==> src/rtl/hfifo_pkt_reader.sv <==
// Drains length-prefixed packets from a handshake FIFO and re-emits the payload
// on a registered valid/ready stream with sop/eop. Optional counters: HFIFO_PKT_READER_STATS_EN.
module hfifo_pkt_reader #(
  parameter int DWIDTH = 8,
  parameter int LEN_W  = 8
) (
  input  logic              clk,
  input  logic              reset,
  input  logic [DWIDTH-1:0] fifo_dout,
  input  logic              fifo_rdy,
  output logic              fifo_pop,
  output logic [DWIDTH-1:0] out_data,
  output logic              out_valid,
  input  logic              out_ready,
  output logic              out_sop,
  output logic              out_eop,
  output logic              busy,
  output logic              zero_len
`ifdef HFIFO_PKT_READER_STATS_EN
  ,
  output logic [15:0]       pkt_cnt,
  output logic [15:0]       zero_cnt
`endif
);

  localparam logic [0:0] S_HDR     = 1'b0;
  localparam logic [0:0] S_PAYLOAD = 1'b1;

  logic [0:0]       state;
  logic [LEN_W-1:0] rem;
  logic             first;
  logic             rdy_q;
  logic             avail;
  logic             slot_free;
  logic [LEN_W-1:0] hdr_len;

  assign hdr_len   = fifo_dout[LEN_W-1:0];
  assign avail     = fifo_rdy & rdy_q;
  assign slot_free = ~out_valid | out_ready;
  // Headers also wait for a free slot so a stalled last beat is never overtaken.
  assign fifo_pop  = avail & slot_free;
  assign busy      = (state == S_PAYLOAD);

  always_ff @(posedge clk or posedge reset) begin
    if (reset) begin
      state     <= S_HDR;
      rem       <= '0;
      first     <= 1'b0;
      rdy_q     <= 1'b0;
      out_data  <= '0;
      out_valid <= 1'b0;
      out_sop   <= 1'b0;
      out_eop   <= 1'b0;
      zero_len  <= 1'b0;
    end else begin
      rdy_q    <= fifo_rdy & ~fifo_pop;
      zero_len <= 1'b0;
      if (slot_free) out_valid <= 1'b0;
      case (state)
        S_HDR: begin
          if (fifo_pop) begin
            if (hdr_len == '0) begin
              zero_len <= 1'b1;
            end else begin
              rem   <= hdr_len;
              first <= 1'b1;
              state <= S_PAYLOAD;
            end
          end
        end
        default: begin
          if (fifo_pop) begin
            out_data  <= fifo_dout;
            out_valid <= 1'b1;
            out_sop   <= first;
            first     <= 1'b0;
            out_eop   <= (rem == LEN_W'(1));
            rem       <= rem - LEN_W'(1);
            if (rem == LEN_W'(1)) state <= S_HDR;
          end
        end
      endcase
    end
  end

`ifdef HFIFO_PKT_READER_STATS_EN
  always_ff @(posedge clk or posedge reset) begin
    if (reset) begin
      pkt_cnt  <= '0;
      zero_cnt <= '0;
    end else begin
      if (out_valid && out_ready && out_eop) pkt_cnt <= pkt_cnt + 16'd1;
      if (zero_len) zero_cnt <= zero_cnt + 16'd1;
    end
  end
`endif

endmodule

==> config.mk <==
export PLATFORM = sky130hd
export DESIGN_NAME = hfifo_pkt_reader
export DESIGN_NICKNAME = d
export VERILOG_FILES = /design/src/rtl/hfifo_pkt_reader.sv
export SDC_FILE = /design/constraint.sdc
export NUM_CORES = 1
export LEC_CHECK = 0
export CAP_MARGIN = 20
export CORE_MARGIN = 3
export CORE_UTILIZATION = 40
export CTS_BUF_LIST = sky130_fd_sc_hd__clkbuf_16
export CTS_CLUSTER_SIZE = 20
export DETAILED_ROUTE_END_ITERATION = 10
export HOLD_SLACK_MARGIN = 0.1
export PLACE_DENSITY = 0.7
export SLEW_MARGIN = 20
export SYNTH_ARGS = -nofsm -noshare
export SYNTH_HDL_FRONTEND = slang
export SYNTH_SLANG_ARGS = --single-unit
==> constraint.sdc <==
create_clock -name clk -period 1.63 [get_ports clk]
set_clock_uncertainty 0.15 [all_clocks]
set_input_delay 0.2445 -clock clk [delete_from_list [all_inputs] [get_ports clk]]
set_output_delay 0.2445 -clock clk [all_outputs]
set_load 0.01 [all_outputs]
==> flow_metrics.tcl, run 1 <==
set metrics [dict create \
    drcViolationCount 0 \
    grt_max_degree 24 \
    synthCells 106 \
    start_kind "flop" \
    fin_ws_ns -0.133 \
    first_global_vias 1111 \
    drv_cap 0 \
    io_pins 26 \
    die_y_um 59.6 \
    worst_slew_pin_slew_ns 0.283 \
    critPathKind "reg2reg" \
    routed_wl_mm 3.09 \
    whs_ns 0.175 \
    comb_power_share 0.360 \
    final-max-slew-violation-count 0 \
    wire_per_inst_um 15.8 \
    ir_worst_vdd_mv 0.757 \
    grt-ovfl-total 0 \
    num_vias 1078 \
    syn_nets 120 \
    final_antenna_net_count 0 \
    clock.fmax_mhz 567 \
    fin_crit_sh 1.08 \
    clock_latency_ns 0.26 \
    viasPerCell 5.50 \
    htree_num_levels 1 \
    cts_tree "built" \
    root_buffer "clkbuf_16" \
    grt_setup_unrepaired "yes" \
    power_density_nw_per_um2 1080 \
    fin_total_pwr_mw 2.01 \
    drtIter0Drc 43 \
    final_nets 181 \
    p_leak_nw 0.819 \
    hpwl_mm 2.30 \
    numCtsBuffers 3 \
    syn_area_per_cell_sq_um 10.9 \
    switchingPower_mw 0.564 \
    dieArea_sq_um 3560 \
    coreArea_sq_um 2610 \
    synth-seq-cells 23 \
    status "finished with violations" \
    violations "negative setup slack" \
    power_frac_clock 0.265 \
    period_needed_ns 1.76 \
    end_kind "flop" \
    hold_path.class "in2async" \
    max_slew_margin 0.809 \
    initial_core_util 0.441 \
    finalSetupViolations 3 \
    drive_gt1_frac 0.404 \
    antenna_found_initial 0 \
    syn_area_sq_um 1150 \
    swShare 0.280 \
    clockBufferDepth 2 \
    worstPathArrival_ns 1.75 \
    cts.sinks 23 \
    gp_congestion 0.887 \
    finalHoldViolations 0 \
    grt_pass1_wl_mm 5.17 \
    critPathMaxFanout 5 \
    track_usage 0.195 \
    path_clk_slew_ns 0.06 \
    synth_cell_type_count 35 \
    synth_seq_area_share 0.500 \
    insertedDiodeCount 0 \
    p_int_mw 1.45 \
    numPortBuffers 25 \
    rows 18 \
    p_seq_frac 0.375 \
    dr.pass1.iters 4 \
    fillCellCount 171 \
    die_w_um 59.6 \
    areaGrowthSynthToFinish_pct 62.4 \
    ys_warn_count 0 \
    required_ns 1.62 \
]
cell type report:
cell class                      count  area [sq um]  area share
Clock buffer                        3          75.1      0.0402
Clock inverter                      1          5.00     0.00268
Inverter                            6          22.5      0.0120
Multi-Input combinational cell     74           619       0.331
Sequential cell                    23           576       0.308
Tap cell                           30          37.5      0.0201
Timing Repair Buffer               59           534       0.286
cell usage in the layout (no fill, tap or decap), drive strengths merged, types with 3 or more instances in the layout:
master         Yosys  layout
buf                3      35
dfrtp             23      23
clkdlybuf4s50      0      20
mux2               9       9
nor2               7       7
nor3               6       6
nand2              6       6
inv                5       6
o21ai              5       5
a21oi              4       4
dlymetal6s2s       0       4
nor4               4       4
a211o              3       3
clkbuf             0       3
nor2b              3       3
nand3              3       3
repair_timing:
item	4_1_cts	5_1_grt
cloned	0	0
buffers inserted	1	3
hold buffers	0	0
resized for setup	11	18
endpoints found under the hold margin	0	0
pin swaps	3	9
endpoints found under the setup margin	13	15
registers in the layout, indices dropped and copies added (netlist names), named ones only:
register	count
out_eop	1
rem	8
busy	1
out_sop	1
first	1
zero_len	1
rdy_q	1
out_data	8
kinds of logic (layout without fill, tap and decap cells):
kind of cell    after synthesis  in the layout  synth area share
simple gates                 37             37             0.180
fa+ha+maj                     2              2            0.0217
flops                        23             23             0.500
compound gates               24             24             0.161
buf+inv                       9             69            0.0315
mux                          11             11             0.105
per-stage QoR:
step           setup TNS [ns]  instances  setup slack, ns  area (sq um)   util
2_1_floorplan         -0.0760        106          -0.0677          1150      -
3_3_place_gp            -5.08        188           -0.332          1660  0.636
3_5_place_dp            -5.91        188           -0.365          1660  0.636
4_1_cts                -0.185        193           -0.138          1780  0.680
5_1_grt                -0.505        196           -0.195          1870  0.716
6_report               -0.210        196           -0.133          1870  0.716
metal layers:
| metal | track usage | wire length [um] | up-vias |
|---|---|---|---|
| met1 | 0.248 | 1390 | 536 |
| met5 | 0 | 0 | - |
| li1 | - | - | 510 |
| met3 | 0.0458 | 141 | 4 |
| met4 | 0.0823 | 41 | 0 |
| met2 | 0.316 | 1520 | 28 |
critical path: stages, from the launching register on:
cell and delay [ns]:
dfrtp_1 0.38, or4_4 0.60, o211ai_2 0.17, o41ai_2 0.09, a221o_1 0.26
power by group through the flow:
stage	Combinational (mW)	Sequential [mW]	Clock [mW]
2_1_floorplan	0.237	0.803	0
3_3_place_gp	0.649	0.760	0
3_5_place_dp	0.653	0.765	0
4_1_cts	0.690	0.757	0.545
5_1_grt	0.799	0.773	0.563
6_report	0.724	0.755	0.534
final timing paths:
path                              start          end  slack [ns]  cells after the start
max                              rem[2]       rem[5]       -0.13                      4
min                               reset  out_data[3]        0.17                      3
max reg2reg                      rem[2]       rem[5]       -0.13                      4
min reg2reg                     out_eop      out_eop        0.34                      1
max in group asynchronous         reset       rem[1]        0.93                      3
min in group clk           fifo_dout[3]  out_data[3]        0.20                      3
cell usage after synthesis:
library cell,number,area [sq um]
a211o_1,3,26.3
a211oi_2,1,12.5
a21boi_0,1,7.51
a21o_1,1,7.51
a21oi_1,4,20.0
a221o_1,2,20.0
a22o_1,1,8.76
a32o_1,2,20.0
and2_1,1,6.26
and3_1,1,6.26
buf_1,1,3.75
buf_2,2,10.0
clkinv_1,1,3.75
dfrtp_1,23,576
ha_1,2,25.0
inv_1,5,18.8
mux2_2,9,101
mux2i_1,2,20.0
nand2_1,6,22.5
nand2b_1,2,12.5
nand3_1,3,15.0
nand4b_1,1,8.76
nor2_1,7,26.3
nor2b_1,2,12.5
nor2b_4,1,13.8
nor3_1,6,30.0
nor4_1,4,25.0
nor4b_1,2,17.5
o211ai_2,1,12.5
o21a_1,1,7.51
o21ai_0,4,20.0
o21ai_1,1,5.00
o311ai_0,1,8.76
o41ai_1,1,8.76
or4_4,1,11.3
(Power assumes the default switching activity.)
==> run 2: changes to the inputs <==
--- a/config.mk
+++ b/config.mk
@@ -7,12 +7,12 @@
 export LEC_CHECK = 0
 export CAP_MARGIN = 20
 export CORE_MARGIN = 3
-export CORE_UTILIZATION = 40
+export CORE_UTILIZATION = 44
 export CTS_BUF_LIST = sky130_fd_sc_hd__clkbuf_16
 export CTS_CLUSTER_SIZE = 20
 export DETAILED_ROUTE_END_ITERATION = 10
 export HOLD_SLACK_MARGIN = 0.1
-export PLACE_DENSITY = 0.7
+export PLACE_DENSITY = 0.76
 export SLEW_MARGIN = 20
 export SYNTH_ARGS = -nofsm -noshare
 export SYNTH_HDL_FRONTEND = slang
==> run 2 against run 1 <==
Effect of this change: the flow still finishes with violations (negative setup slack); combinational power is essentially flat; first-iteration DRC count shrank 4.7%; fmax shrank 0.60%.
==> flow_metrics.tcl, run 2 (same netlist as run 1, synthesis figures left out) <==
set metrics [dict create \
    r2r-end "rem[5]" \
    cts_tree "built" \
    whs_ns 0.194 \
    insertedDiodeCount 0 \
    critPathMaxFanout 4 \
    numCtsBuffers 3 \
    path_buf_inv 0 \
    period_needed_ns 1.77 \
    cts.sinks 23 \
    reg2regPathDepth 4 \
    grt-ovfl-total 0 \
    start_kind "flop" \
    hpwl_mm 2.35 \
    critPathKind "reg2reg" \
    crit_chain "or4_4, o211ai_2, o41ai_2, a221o_1" \
    drive_gt1_frac 0.399 \
    routed_wl_mm 3.41 \
    critPathSlowestCell "or4_4" \
    fillCellCount 155 \
    antenna_found_initial 0 \
    clock.fmax_mhz 564 \
    first_global_vias 1218 \
    fin_tns_setup_ns -0.321 \
    track_usage 0.226 \
    path_delay_family "simple AND/OR/NAND/NOR gates" \
    max_slew_margin 0.772 \
    r2r_slack_ns -0.14 \
    pre_cts_ws_ns -0.343 \
    hold_path.class "in2async" \
    layout.core_utilization 0.795 \
    reg.largest.list "out_data x8, rem x8" \
    gp_congestion 0.855 \
    initial_core_util 0.492 \
    htree_num_levels 1 \
    drtIter0Drc 41 \
    required_ns 1.62 \
    final-max-slew-violation-count 0 \
    clockBufferDepth 2 \
    final_antenna_net_count 0 \
    power_density_nw_per_um2 1080 \
    coreArea_sq_um 2340 \
    dr.pass1.iters 5 \
    p_leak_nw 0.798 \
    status "finished with violations" \
    path_clk_slew_ns 0.06 \
    worst_slew_pin_slew_ns 0.338 \
    clock_latency_ns 0.25 \
    io_pins 26 \
    final_cells 196 \
    violations "negative setup slack" \
    max_stage_delay_ns 0.59 \
    areaGrowthSynthToFinish_pct 61.5 \
    root_buffer "clkbuf_16" \
    worstPathArrival_ns 1.76 \
    layout_common_cells "34 x buf_4, 22 x dfrtp_1, 22 x clkdlybuf4s50_1, 9 x mux2_2" \
    final_area_sq_um 1860 \
    dieArea_sq_um 3270 \
    die_y_um 57.2 \
    grt_max_degree 24 \
    cts_hold_buf 0 \
    rows 17 \
    wire_per_inst_um 17.4 \
    grt_setup_unrepaired "yes" \
    placed_cell_area_sq_um 1670 \
    drv_cap 0 \
    end_kind "flop" \
    final_nets 183 \
    die_w_um 57.2 \
    drcViolationCount 0 \
    fin_total_pwr_mw 2.01 \
    fin_crit_sh 1.09 \
    ir_worst_vdd_mv 0.892 \
    finalHoldViolations 0 \
    finalSetupViolations 3 \
    layout_commonest_cell "buf_4" \
    place_inst 189 \
    fin_ws_ns -0.144 \
    numPortBuffers 25 \
    r2r-start "rem[1]" \
    num_vias 1103 \
    viasPerCell 5.63 \
    grt_pass1_wl_mm 5.71 \
]
-- run 2: per-layer routing --
metal | track usage | vias up | wire (um)
met2 | 0.395 | 34 | 1760
met5 | 0 | - | 0
met1 | 0.276 | 540 | 1470
met4 | 0.0795 | 0 | 38
met3 | 0.0452 | 6 | 140
li1 | - | 523 | -
-- run 2: power by group --
group	switching [mW]	leakage [nW]	total (mW)	internal (mW)
registers	0.0732	0.263	0.762	0.688
clock network	0.196	0.0423	0.523	0.327
logic	0.301	0.493	0.725	0.425
total	0.570	0.798	2.01	1.44
-- run 2: tightest hold or removal path: stages --
cell	delay, ns
clkdlybuf4s50_1	0.40
inv_1	0.05
buf_4	0.29
-- run 2: worst max path at each step --
stage	slack, ns	end	from	cells after the start
after global routing	-0.21	rem[5]	rem[1]	4
final	-0.14	rem[5]	rem[1]	4
after CTS	-0.14	rem[5]	rem[2]	4
after detailed placement	-0.34	fifo_pop	fifo_rdy	5
after floorplan	-0.07	rem[5]	rem[1]	4
after global placement	-0.31	fifo_pop	fifo_rdy	5
-- run 2: cell type report --
type	count	area (sq um)	share of cell area
clock buffer	3	75.1	0.0404
clock inverter	1	3.75	0.00202
inverter	6	23.8	0.0128
multi-input combinational	74	621	0.334
sequential	23	577	0.310
tap	28	35.0	0.0188
timing repair buffer	61	524	0.282
-- run 2: what timing repair did --
| item | in CTS | in global routing |
|---|---|---|
| setup buffers | 2 | 0 |
| pin swaps | 4 | 2 |
| resized for setup | 17 | 7 |
| cloned | 1 | 0 |
| setup endpoints to repair | 17 | 20 |
==> run 3: changes to the inputs <==
--- a/config.mk
+++ b/config.mk
@@ -5,7 +5,6 @@
 export SDC_FILE = /design/constraint.sdc
 export NUM_CORES = 1
 export LEC_CHECK = 0
-export CAP_MARGIN = 20
 export CORE_MARGIN = 3
 export CORE_UTILIZATION = 44
 export CTS_BUF_LIST = sky130_fd_sc_hd__clkbuf_16
==> results of run 3 <==
Final layout, timing and power as in run 2 (identical DEF).
